**config.mk**
```make
export PLATFORM = sky130hd
export DESIGN_NAME = sonar_vector_scheduler
export DESIGN_NICKNAME = d
export VERILOG_FILES = /design/src/rtl/sonar_sched_pkg.sv /design/src/rtl/sonar_section_table.sv /design/src/rtl/sonar_vector_scheduler.sv
export SDC_FILE = /design/constraint.sdc
export NUM_CORES = 1
export LEC_CHECK = 0
export ABC_CLOCK_PERIOD_IN_PS = 2300
export CAP_MARGIN = 20
export CELL_PAD_IN_SITES_DETAIL_PLACEMENT = 0
export CELL_PAD_IN_SITES_GLOBAL_PLACEMENT = 1
export CORE_AREA = 2 2 202 204
export CTS_CLUSTER_SIZE = 10
export DETAILED_ROUTE_END_ITERATION = 8
export DIE_AREA = 0 0 204 206
export PLACE_DENSITY = 0.88
export SYNTH_ARGS = -nofsm -noshare
export SYNTH_HDL_FRONTEND = slang
export SYNTH_SLANG_ARGS = --single-unit
```
**constraint.sdc**
```tcl
create_clock -name clk -period 2.3 [get_ports clk]
set_clock_uncertainty 0.2 [all_clocks]
set_input_delay 0.46 -clock clk [delete_from_list [all_inputs] [get_ports clk]]
set_output_delay 0.46 -clock clk [all_outputs]
set_load 0.03 [all_outputs]
```
**src/rtl/sonar_sched_pkg.sv**
```systemverilog
// Shared types and constants for the sonar vector scheduler.
// Latency: n/a (declarations only).
// Backpressure: n/a.
package sonar_sched_pkg;

    localparam int DEF_MAX_PARALLEL = 4;
    localparam int DEF_SEEK_W       = 64;
    localparam int DEF_VEC_W        = 16;

    // Width of a lane index; never narrower than one bit.
    function automatic int lane_idx_w(input int n);
        return (n > 1) ? $clog2(n) : 1;
    endfunction

    localparam int DEF_LANE_IDX_W = lane_idx_w(DEF_MAX_PARALLEL);

    typedef enum logic [2:0] {
        ST_IDLE     = 3'd0,
        ST_LOAD     = 3'd1,
        ST_DISPATCH = 3'd2,
        ST_RUN      = 3'd3,
        ST_FLUSH    = 3'd4,
        ST_DRAIN    = 3'd5,
        ST_FINISH   = 3'd6
    } sched_state_t;

endpackage

```
**src/rtl/sonar_section_table.sv**
```systemverilog
// Per-vector section offset table: one slot per lane, filled in descriptor order.
// Latency: a write is visible on table_flat/nz_mask the cycle after wr_en.
// Backpressure: none; writes past the last slot are dropped and raise overflow.
//
// Ports: clk/rst (sync, active-high); clr_table empties slots and the write
// pointer; clr_ovf clears the overflow flag; wr_en/wr_offset append one entry;
// table_flat packs slot i at [i*SEEK_W +: SEEK_W]; nz_mask[i] = slot i non-empty.
module sonar_section_table
    import sonar_sched_pkg::*;
#(
    parameter int MAX_PARALLEL = DEF_MAX_PARALLEL,
    parameter int SEEK_W       = DEF_SEEK_W
) (
    input  logic                           clk,
    input  logic                           rst,
    input  logic                           clr_table,
    input  logic                           clr_ovf,
    input  logic                           wr_en,
    input  logic [SEEK_W-1:0]              wr_offset,
    output logic [MAX_PARALLEL*SEEK_W-1:0] table_flat,
    output logic [MAX_PARALLEL-1:0]        nz_mask,
    output logic                           overflow
);

    localparam int IDX_W = lane_idx_w(MAX_PARALLEL);
    // One extra bit so the pointer can sit at MAX_PARALLEL ("full").
    localparam int PTR_W = IDX_W + 1;
    localparam logic [PTR_W-1:0] PTR_FULL = PTR_W'(MAX_PARALLEL);

    logic [SEEK_W-1:0] slot_q [MAX_PARALLEL];
    logic [SEEK_W-1:0] slot_d [MAX_PARALLEL];
    logic [PTR_W-1:0]  wr_ptr_q, wr_ptr_d;
    logic              ovf_q, ovf_d;

    always_comb begin
        slot_d   = slot_q;
        wr_ptr_d = wr_ptr_q;
        ovf_d    = ovf_q;
        if (wr_en) begin
            if (wr_ptr_q < PTR_FULL) begin
                for (int i = 0; i < MAX_PARALLEL; i++) begin
                    if (wr_ptr_q == PTR_W'(i)) begin
                        slot_d[i] = wr_offset;
                    end
                end
                wr_ptr_d = wr_ptr_q + PTR_W'(1);
            end else begin
                ovf_d = 1'b1;
            end
        end
        // Overflow survives per-vector clears so it can fail the whole run.
        if (clr_table) begin
            for (int i = 0; i < MAX_PARALLEL; i++) begin
                slot_d[i] = '0;
            end
            wr_ptr_d = '0;
        end
        if (clr_ovf) begin
            ovf_d = 1'b0;
        end
    end

    always_ff @(posedge clk) begin
        if (rst) begin
            for (int i = 0; i < MAX_PARALLEL; i++) begin
                slot_q[i] <= '0;
            end
            wr_ptr_q <= '0;
            ovf_q    <= 1'b0;
        end else begin
            slot_q   <= slot_d;
            wr_ptr_q <= wr_ptr_d;
            ovf_q    <= ovf_d;
        end
    end

    always_comb begin
        table_flat = '0;
        nz_mask    = '0;
        for (int i = 0; i < MAX_PARALLEL; i++) begin
            table_flat[i*SEEK_W +: SEEK_W] = slot_q[i];
            nz_mask[i]                     = |slot_q[i];
        end
    end

    assign overflow = ovf_q;

endmodule

```
**src/rtl/sonar_vector_scheduler.sv**
```systemverilog
// Sequences test vectors over parallel stimulus lanes and folds lane errors into a verdict.
// Latency: start->busy 1 cycle; last descriptor->lane_start 1 cycle; lane_end->lane_flush 1 cycle.
// Backpressure: desc_ready only in LOAD; DRAIN stalls until every lane drops lane_busy.
//
// Ports: clk, rst (sync, active-high); start/vec_count begin a run; desc_valid/
// desc_ready/desc_offset/desc_last carry section descriptors; lane_start/
// lane_offset/lane_flush drive the lanes; lane_busy/lane_end/lane_error report
// back; vec_index, busy, done, error_sticky, overflow, pass report status.
module sonar_vector_scheduler
    import sonar_sched_pkg::*;
#(
    parameter int MAX_PARALLEL = DEF_MAX_PARALLEL,
    parameter int SEEK_W       = DEF_SEEK_W,
    parameter int VEC_W        = DEF_VEC_W
) (
    input  logic                           clk,
    input  logic                           rst,
    input  logic                           start,
    input  logic [VEC_W-1:0]               vec_count,
    input  logic                           desc_valid,
    output logic                           desc_ready,
    input  logic [SEEK_W-1:0]              desc_offset,
    input  logic                           desc_last,
    output logic [MAX_PARALLEL-1:0]        lane_start,
    output logic [MAX_PARALLEL*SEEK_W-1:0] lane_offset,
    output logic [MAX_PARALLEL-1:0]        lane_flush,
    input  logic [MAX_PARALLEL-1:0]        lane_busy,
    input  logic [MAX_PARALLEL-1:0]        lane_end,
    input  logic [MAX_PARALLEL-1:0]        lane_error,
    output logic [VEC_W-1:0]               vec_index,
    output logic                           busy,
    output logic                           done,
    output logic [MAX_PARALLEL-1:0]        error_sticky,
    output logic                           overflow,
    output logic                           pass
);

    sched_state_t            state_q, state_d;
    logic [VEC_W-1:0]        vec_count_q, vec_count_d;
    logic [VEC_W-1:0]        vec_index_q, vec_index_d;
    logic [MAX_PARALLEL-1:0] err_q, err_d;
    logic                    pass_q, pass_d;

    logic                    tbl_clr;
    logic                    tbl_ovf_clr;
    logic                    tbl_wr;
    logic [MAX_PARALLEL-1:0] tbl_nz;
    logic                    tbl_ovf;

    sonar_section_table #(
        .MAX_PARALLEL (MAX_PARALLEL),
        .SEEK_W       (SEEK_W)
    ) u_table (
        .clk        (clk),
        .rst        (rst),
        .clr_table  (tbl_clr),
        .clr_ovf    (tbl_ovf_clr),
        .wr_en      (tbl_wr),
        .wr_offset  (desc_offset),
        .table_flat (lane_offset),
        .nz_mask    (tbl_nz),
        .overflow   (tbl_ovf)
    );

    always_comb begin
        state_d     = state_q;
        vec_count_d = vec_count_q;
        vec_index_d = vec_index_q;
        err_d       = err_q;
        pass_d      = pass_q;
        tbl_clr     = 1'b0;
        tbl_ovf_clr = 1'b0;
        tbl_wr      = 1'b0;
        desc_ready  = 1'b0;
        lane_start  = '0;
        lane_flush  = '0;
        done        = 1'b0;
        pass        = pass_q;

        if (state_q != ST_IDLE) begin
            err_d = err_q | lane_error;
        end

        case (state_q)
            ST_IDLE: begin
                if (start) begin
                    vec_count_d = vec_count;
                    vec_index_d = '0;
                    // An error pulse coincident with start belongs to the new run.
                    err_d       = lane_error;
                    pass_d      = 1'b0;
                    tbl_clr     = 1'b1;
                    tbl_ovf_clr = 1'b1;
                    state_d     = (vec_count == '0) ? ST_FINISH : ST_LOAD;
                end
            end
            ST_LOAD: begin
                desc_ready = 1'b1;
                if (desc_valid) begin
                    tbl_wr = 1'b1;
                    if (desc_last) begin
                        state_d = ST_DISPATCH;
                    end
                end
            end
            ST_DISPATCH: begin
                lane_start = tbl_nz;
                // A vector of only empty sections has nothing to wait for.
                state_d    = (tbl_nz == '0) ? ST_FLUSH : ST_RUN;
            end
            ST_RUN: begin
                if (|lane_end) begin
                    state_d = ST_FLUSH;
                end
            end
            ST_FLUSH: begin
                lane_flush = '1;
                tbl_clr    = 1'b1;
                state_d    = ST_DRAIN;
            end
            ST_DRAIN: begin
                if (lane_busy == '0) begin
                    vec_index_d = vec_index_q + VEC_W'(1);
                    state_d     = (vec_index_d == vec_count_q) ? ST_FINISH : ST_LOAD;
                end
            end
            ST_FINISH: begin
                done    = 1'b1;
                pass_d  = (err_d == '0) && !tbl_ovf;
                pass    = pass_d;
                state_d = ST_IDLE;
            end
            default: begin
                state_d = ST_IDLE;
            end
        endcase
    end

    always_ff @(posedge clk) begin
        if (rst) begin
            state_q     <= ST_IDLE;
            vec_count_q <= '0;
            vec_index_q <= '0;
            err_q       <= '0;
            pass_q      <= 1'b0;
        end else begin
            state_q     <= state_d;
            vec_count_q <= vec_count_d;
            vec_index_q <= vec_index_d;
            err_q       <= err_d;
            pass_q      <= pass_d;
        end
    end

    assign vec_index    = vec_index_q;
    assign busy         = (state_q != ST_IDLE);
    assign error_sticky = err_q;
    assign overflow     = tbl_ovf;

endmodule

```
Word-level counts from Yosys, hierarchy flattened
Index checks and enable logic that the tools add are counted.

Add/sub/neg operators: 2. Order comparisons: 1. Eq/ne operators: 15. Multiplexer cells: 27. Bitwise gates (word level): 2. Reductions and logical operators: 28.

Operator list (count): $reduce_or 64->1 (4); $mux 16 (2); $pmux 16 s2 (1); $mux 3 (8); $mux 4 (5); $pmux 3 s6 (1); $add 16x1->16 const B (1); $eq 16x16->1 (1); $logic_not 16->1 (1); $reduce_and 3->1 (5); $eq 3x2->1 const B (4); $logic_not 4->1 (3); $ne 2x2->1 const B (5); $eq 3x3->1 const B (3); $mux 1 (8); $reduce_and 2->1 (4); $eq 3x1->1 const B (2); $logic_not 3->1 (2); $reduce_and 5->1 (1); $or 4x4->4 (1); $pmux 1 s2 (2); $reduce_bool 2->1 (2); $reduce_or 2->1 (2); $reduce_or 4->1 (1); other kinds (6) (6).

Bits in registers: 300. Input port bits: 97. Output and inout bits: 289.

Longest topological paths before layout
Word-level depth: 5. Mapped depth: 9. Depth with buffers taken out: 7.

By module
Synthesis repeated with hierarchy kept, for this count alone.

Cell total of the unflattened synthesis: 1557. Area total of the unflattened synthesis: 12030.3 um^2.

Modules (own cells, without submodules): sonar_section_table (times used 1, cells an instance 1225, area each 9593.0 um^2, sequential area each 5205.0 um^2); sonar_vector_scheduler (times used 1, cells an instance 332, area each 2437.3 um^2, sequential area each 800.8 um^2).

Worst setup path before layout
Ideal clock, no wire load.

Path type: flip-flop to flip-flop. Start: register vec_index_q[5] (netlist: vec_index[5]). End: register state_q[2]. Library setup time: 0.088 ns. Arrival: 2.373 ns. Required time: 2.012 ns. Path slack: -0.361 ns. Stages on the path, launching flop included: 8. Cells stage by stage: dfxtp_1 > buf_2 > nand4_4 > or4_2 > xnor2_1 > nor4_1 > nand3_1 > a311oi_2.

Word-level cells in the longest chain between the ends: 5.

Ends and longest elaborated chain: from (decl) (line sonar_vector_scheduler.sv:40) `logic [VEC_W-1:0] vec_index_q, vec_index_d;`; from (signal assigned) (line sonar_vector_scheduler.sv:149) `vec_index_q <= vec_index_d;`; $add 16x1->16 (line sonar_vector_scheduler.sv:123) `vec_index_d = vec_index_q + VEC_W'(1);`; $eq 16x16->1 (line sonar_vector_scheduler.sv:124) `state_d = (vec_index_d == vec_count_q) ? ST_FINISH : ST_LOAD;`; $mux 3 (line sonar_vector_scheduler.sv:124); $mux 3 (line sonar_vector_scheduler.sv:122) `if (lane_busy == '0) begin`; $pmux 3 s6 (line sonar_vector_scheduler.sv:84) `case (state_q)`; to (signal assigned) (line sonar_vector_scheduler.sv:147) `state_q <= state_d;`; to (decl) (line sonar_vector_scheduler.sv:38) `sched_state_t state_q, state_d;`.

Every way passes these cells. The select of a mux whose other input is x is not followed. A chain may end at the register's enable or synchronous reset.

Final worst setup path
Start: register u_table.slot_q (netlist bit u_table.table_flat[150]). End: output port lane_start[2].

Word-level cells in the longest chain between the ends: 2.

Ends and longest elaborated chain: from (decl) (line sonar_section_table.sv:30) `logic [SEEK_W-1:0] slot_q [MAX_PARALLEL];`; from (signal assigned) (line sonar_section_table.sv:71) `slot_q <= slot_d;`; $reduce_or 64->1 (line sonar_section_table.sv:82) `nz_mask[i] = |slot_q[i];`; $mux 4 (line sonar_vector_scheduler.sv:84); to (decl) (line sonar_vector_scheduler.sv:24) `output logic [MAX_PARALLEL-1:0] lane_start,`.

Every way passes these cells.

==> metrics.txt <==
worst path required time approximately 1.6 ns; Final nets between 2k and 2.5k; DR WL/cell 18.7 microns; CTS clock-pin slew for the worst setup and hold paths roughly 0.050 ns; die height 206 microns; maxcap violations 0; core region area around 40000 sq um; Die X roughly 200 microns; Worst Setup End Kind output port; Final Hold Viols 0; final WL about 52 mm; CTS tree done; status finished with violations; Post-synth EDFFs 0; worst vdd ir about 0.00049 V; Total GRT Usage 23.8%; first-pass GRT wire length between 70 and 80 mm; clock root buffer master clkbuf_16; Yosys top cell by area dfxtp_1; crit path DAT between 2 and 2.5 ns; layout cell share with drive strength beyond 1 between 20 and 25%; async set or reset register ratio after synthesis 0%; Net Count, Synth 1641; Placer Congestion approximately 0.92; drt drc 0; count leader, synth nand2_1; Initial Util slightly below 30%; pin count of the biggest net entering global routing 45; non-filler cells, final between 2k and 3k; Routed Antenna Nets 0; CP Max Fanout 2; fill count 3888; failing checks negative setup slack; Initial DRT Pass Iterations 6; port bufs 385; leakage 9.06 nW; die area between 40000 and 50000 sq um; overall via count from detail_route 13.4k; Clock Latency Late Sink 0.56 ns; endpoints failing setup 9; M3 GR Usage around 7.5%; met2 Track Usage GR 39.2%; Synth area leaders dfxtp_1, nand2_1, a21oi_1; crit share post-route 128%; post-synthesis cell area around 12000 sq um; Seq/Total Area, Yosys roughly half; DPL Wire Length slightly below 40 mm; placed cell count 2706; GR peak layer met2; via/cell ratio just under 5; Mapped Avg Cell Area 7.69 sq um; vias in the first global route 13.3k; clk buf depth 3; gr ovfl total 0; I/O Pins about 390; 1st-iter DRT viols approximately 700; Pwr Density 622 nW/um^2; synthesis-to-layout area growth 69.9%; met1 Track Usage GR between 20% and 30%; Critical Path Source Type register; worst-margin pin slew roughly 0.53 ns; Yosys top cell area share 50.8%; Num CTS Buffers 37; f_max 341 MHz; Hold Path Class reg2reg; final worst setup slack -0.637 ns; Most used DFF post-synth dfxtp_1; smallest hold slack approximately 0.27 ns; row count 74; fin crit period approximately 2.9 ns; setup tns final -3.33 ns; r2r setup slk -0.30 ns; FF+latch count, synth 300; most frequent cells after synthesis nand2_1, dfxtp_1, a21oi_1; Final Core Density 50.0%; clock sinks 300; Ys Warns 0; initial antenna violation count 2; Rel. slew slack between 60 and 70%; RSZ-0062 raised after global routing true; cell count after synthesis roughly 1.5k; WS Path Type reg2out; H-tree Lvls 2; fin. max-slew vios 0; library cells used by synthesis between 50 and 60
## where the power goes
part | switching [mW] | internal (mW) | leakage, nW
registers | 0.0742 | 5.30 | 2.44
clock network | 2.22 | 2.99 | 0.503
logic | 1.10 | 0.820 | 6.12
## layer usage
metal,up-vias,wire [microns]
met5,-,0
li1,6528,-
met4,0,2260
met3,116,4650
met1,6275,21100
met2,505,23600
## final timing paths
check                               start        endpoint  cells past startpoint
setup / recovery  u_table.table_flat[150]   lane_start[2]                      7
hold / removal             vec_count_q[9]  vec_count_q[9]                      2
setup reg to reg   u_table.table_flat[22]      state_q[0]                      9
hold reg to reg            vec_count_q[9]  vec_count_q[9]                      2
## area by class of cell
type | count | area (sq um) | share of cell area (%)
clock buffers | 48 | 987 | 4.91
multi-input cells | 1128 | 5710 | 28.4
well taps | 532 | 666 | 3.31
flip-flops and latches | 300 | 6050 | 30.1
clock inverters | 4 | 46.3 | 0.230
diodes | 2 | 5.00 | 0.0249
inverters | 7 | 26.3 | 0.131
repair buffers | 742 | 6600 | 32.9
## cells in the final DEF (no fill, tap or decap), types with 3 or more instances in the layout
cell type	count
a21oi_1	290
and2_2	5
buf_12	31
buf_2	7
buf_4	328
buf_6	3
clkbuf_1	9
clkbuf_16	37
clkdlybuf4s50_1	105
dfxtp_1	275
dfxtp_2	20
dfxtp_4	5
dlygate4sd2_1	254
dlymetal6s2s_1	14
ha_1	5
inv_1	7
nand2_1	564
nand2_2	4
nand2b_1	3
nand3_1	6
nand3b_1	6
nand4_1	20
nor2_1	40
nor2_2	4
nor2b_1	3
nor3_1	13
nor4_1	49
nor4_2	24
nor4_4	10
o21ai_0	13
xnor2_1	21
xor2_1	6
## timing repair
item                       CTS  global route
gates resized for setup    336            50
hold buffers                 0             0
pin swaps                   14            16
setup endpoints to repair  268            19
buffers inserted             2             1
## sequential cells by signal, summed over array words and instances (netlist names)
| name | flops |
|---|---|
| pass_q | 1 |
| u_table.table_flat | 256 |
| vec_index | 16 |
| u_table.overflow | 1 |
| u_table.wr_ptr_q | 3 |
| vec_count_q | 16 |
| state_q | 3 |
| error_sticky | 4 |
## cells by family (layout without fill, tap and decap cells)
logic type / after synthesis / count (layout) / share of synthesized area (%)
fa+ha+maj: 6 / 6 / 0.635
flops: 300 / 300 / 50.8
xor+xnor: 27 / 27 / 2.00
simple gates: 769 / 769 / 28.1
mux: 2 / 2 / 0.169
buf+inv: 110 / 801 / 3.97
other cells: 0 / 2 / 0
compound gates: 324 / 324 / 14.3
## worst max-delay path, cell delays in order, from the launching register on
cell	delay, ns
dfxtp_2	0.32
nor4_2	0.28
buf_4	0.19
nand4_1	0.23
nor4_4	0.37
buf_4	0.18
nor2_2	0.04
buf_6	0.14
## stage by stage
| stage | instance area (sq um) | setup slack (ns) | total power, mW |
|---|---|---|---|
| 4_1_cts | 19900 | -0.667 | 12.6 |
| 3_5_place_dp | 19000 | -0.902 | 7.39 |
| 3_3_place_gp | 19000 | -0.972 | 7.37 |
| 5_1_grt | 20100 | -0.707 | 12.9 |
| 2_1_floorplan | 11900 | -0.0350 | 6.29 |
| 6_report | 20100 | -0.637 | 12.5 |
Note: power is estimated with default switching activity, not from simulation.
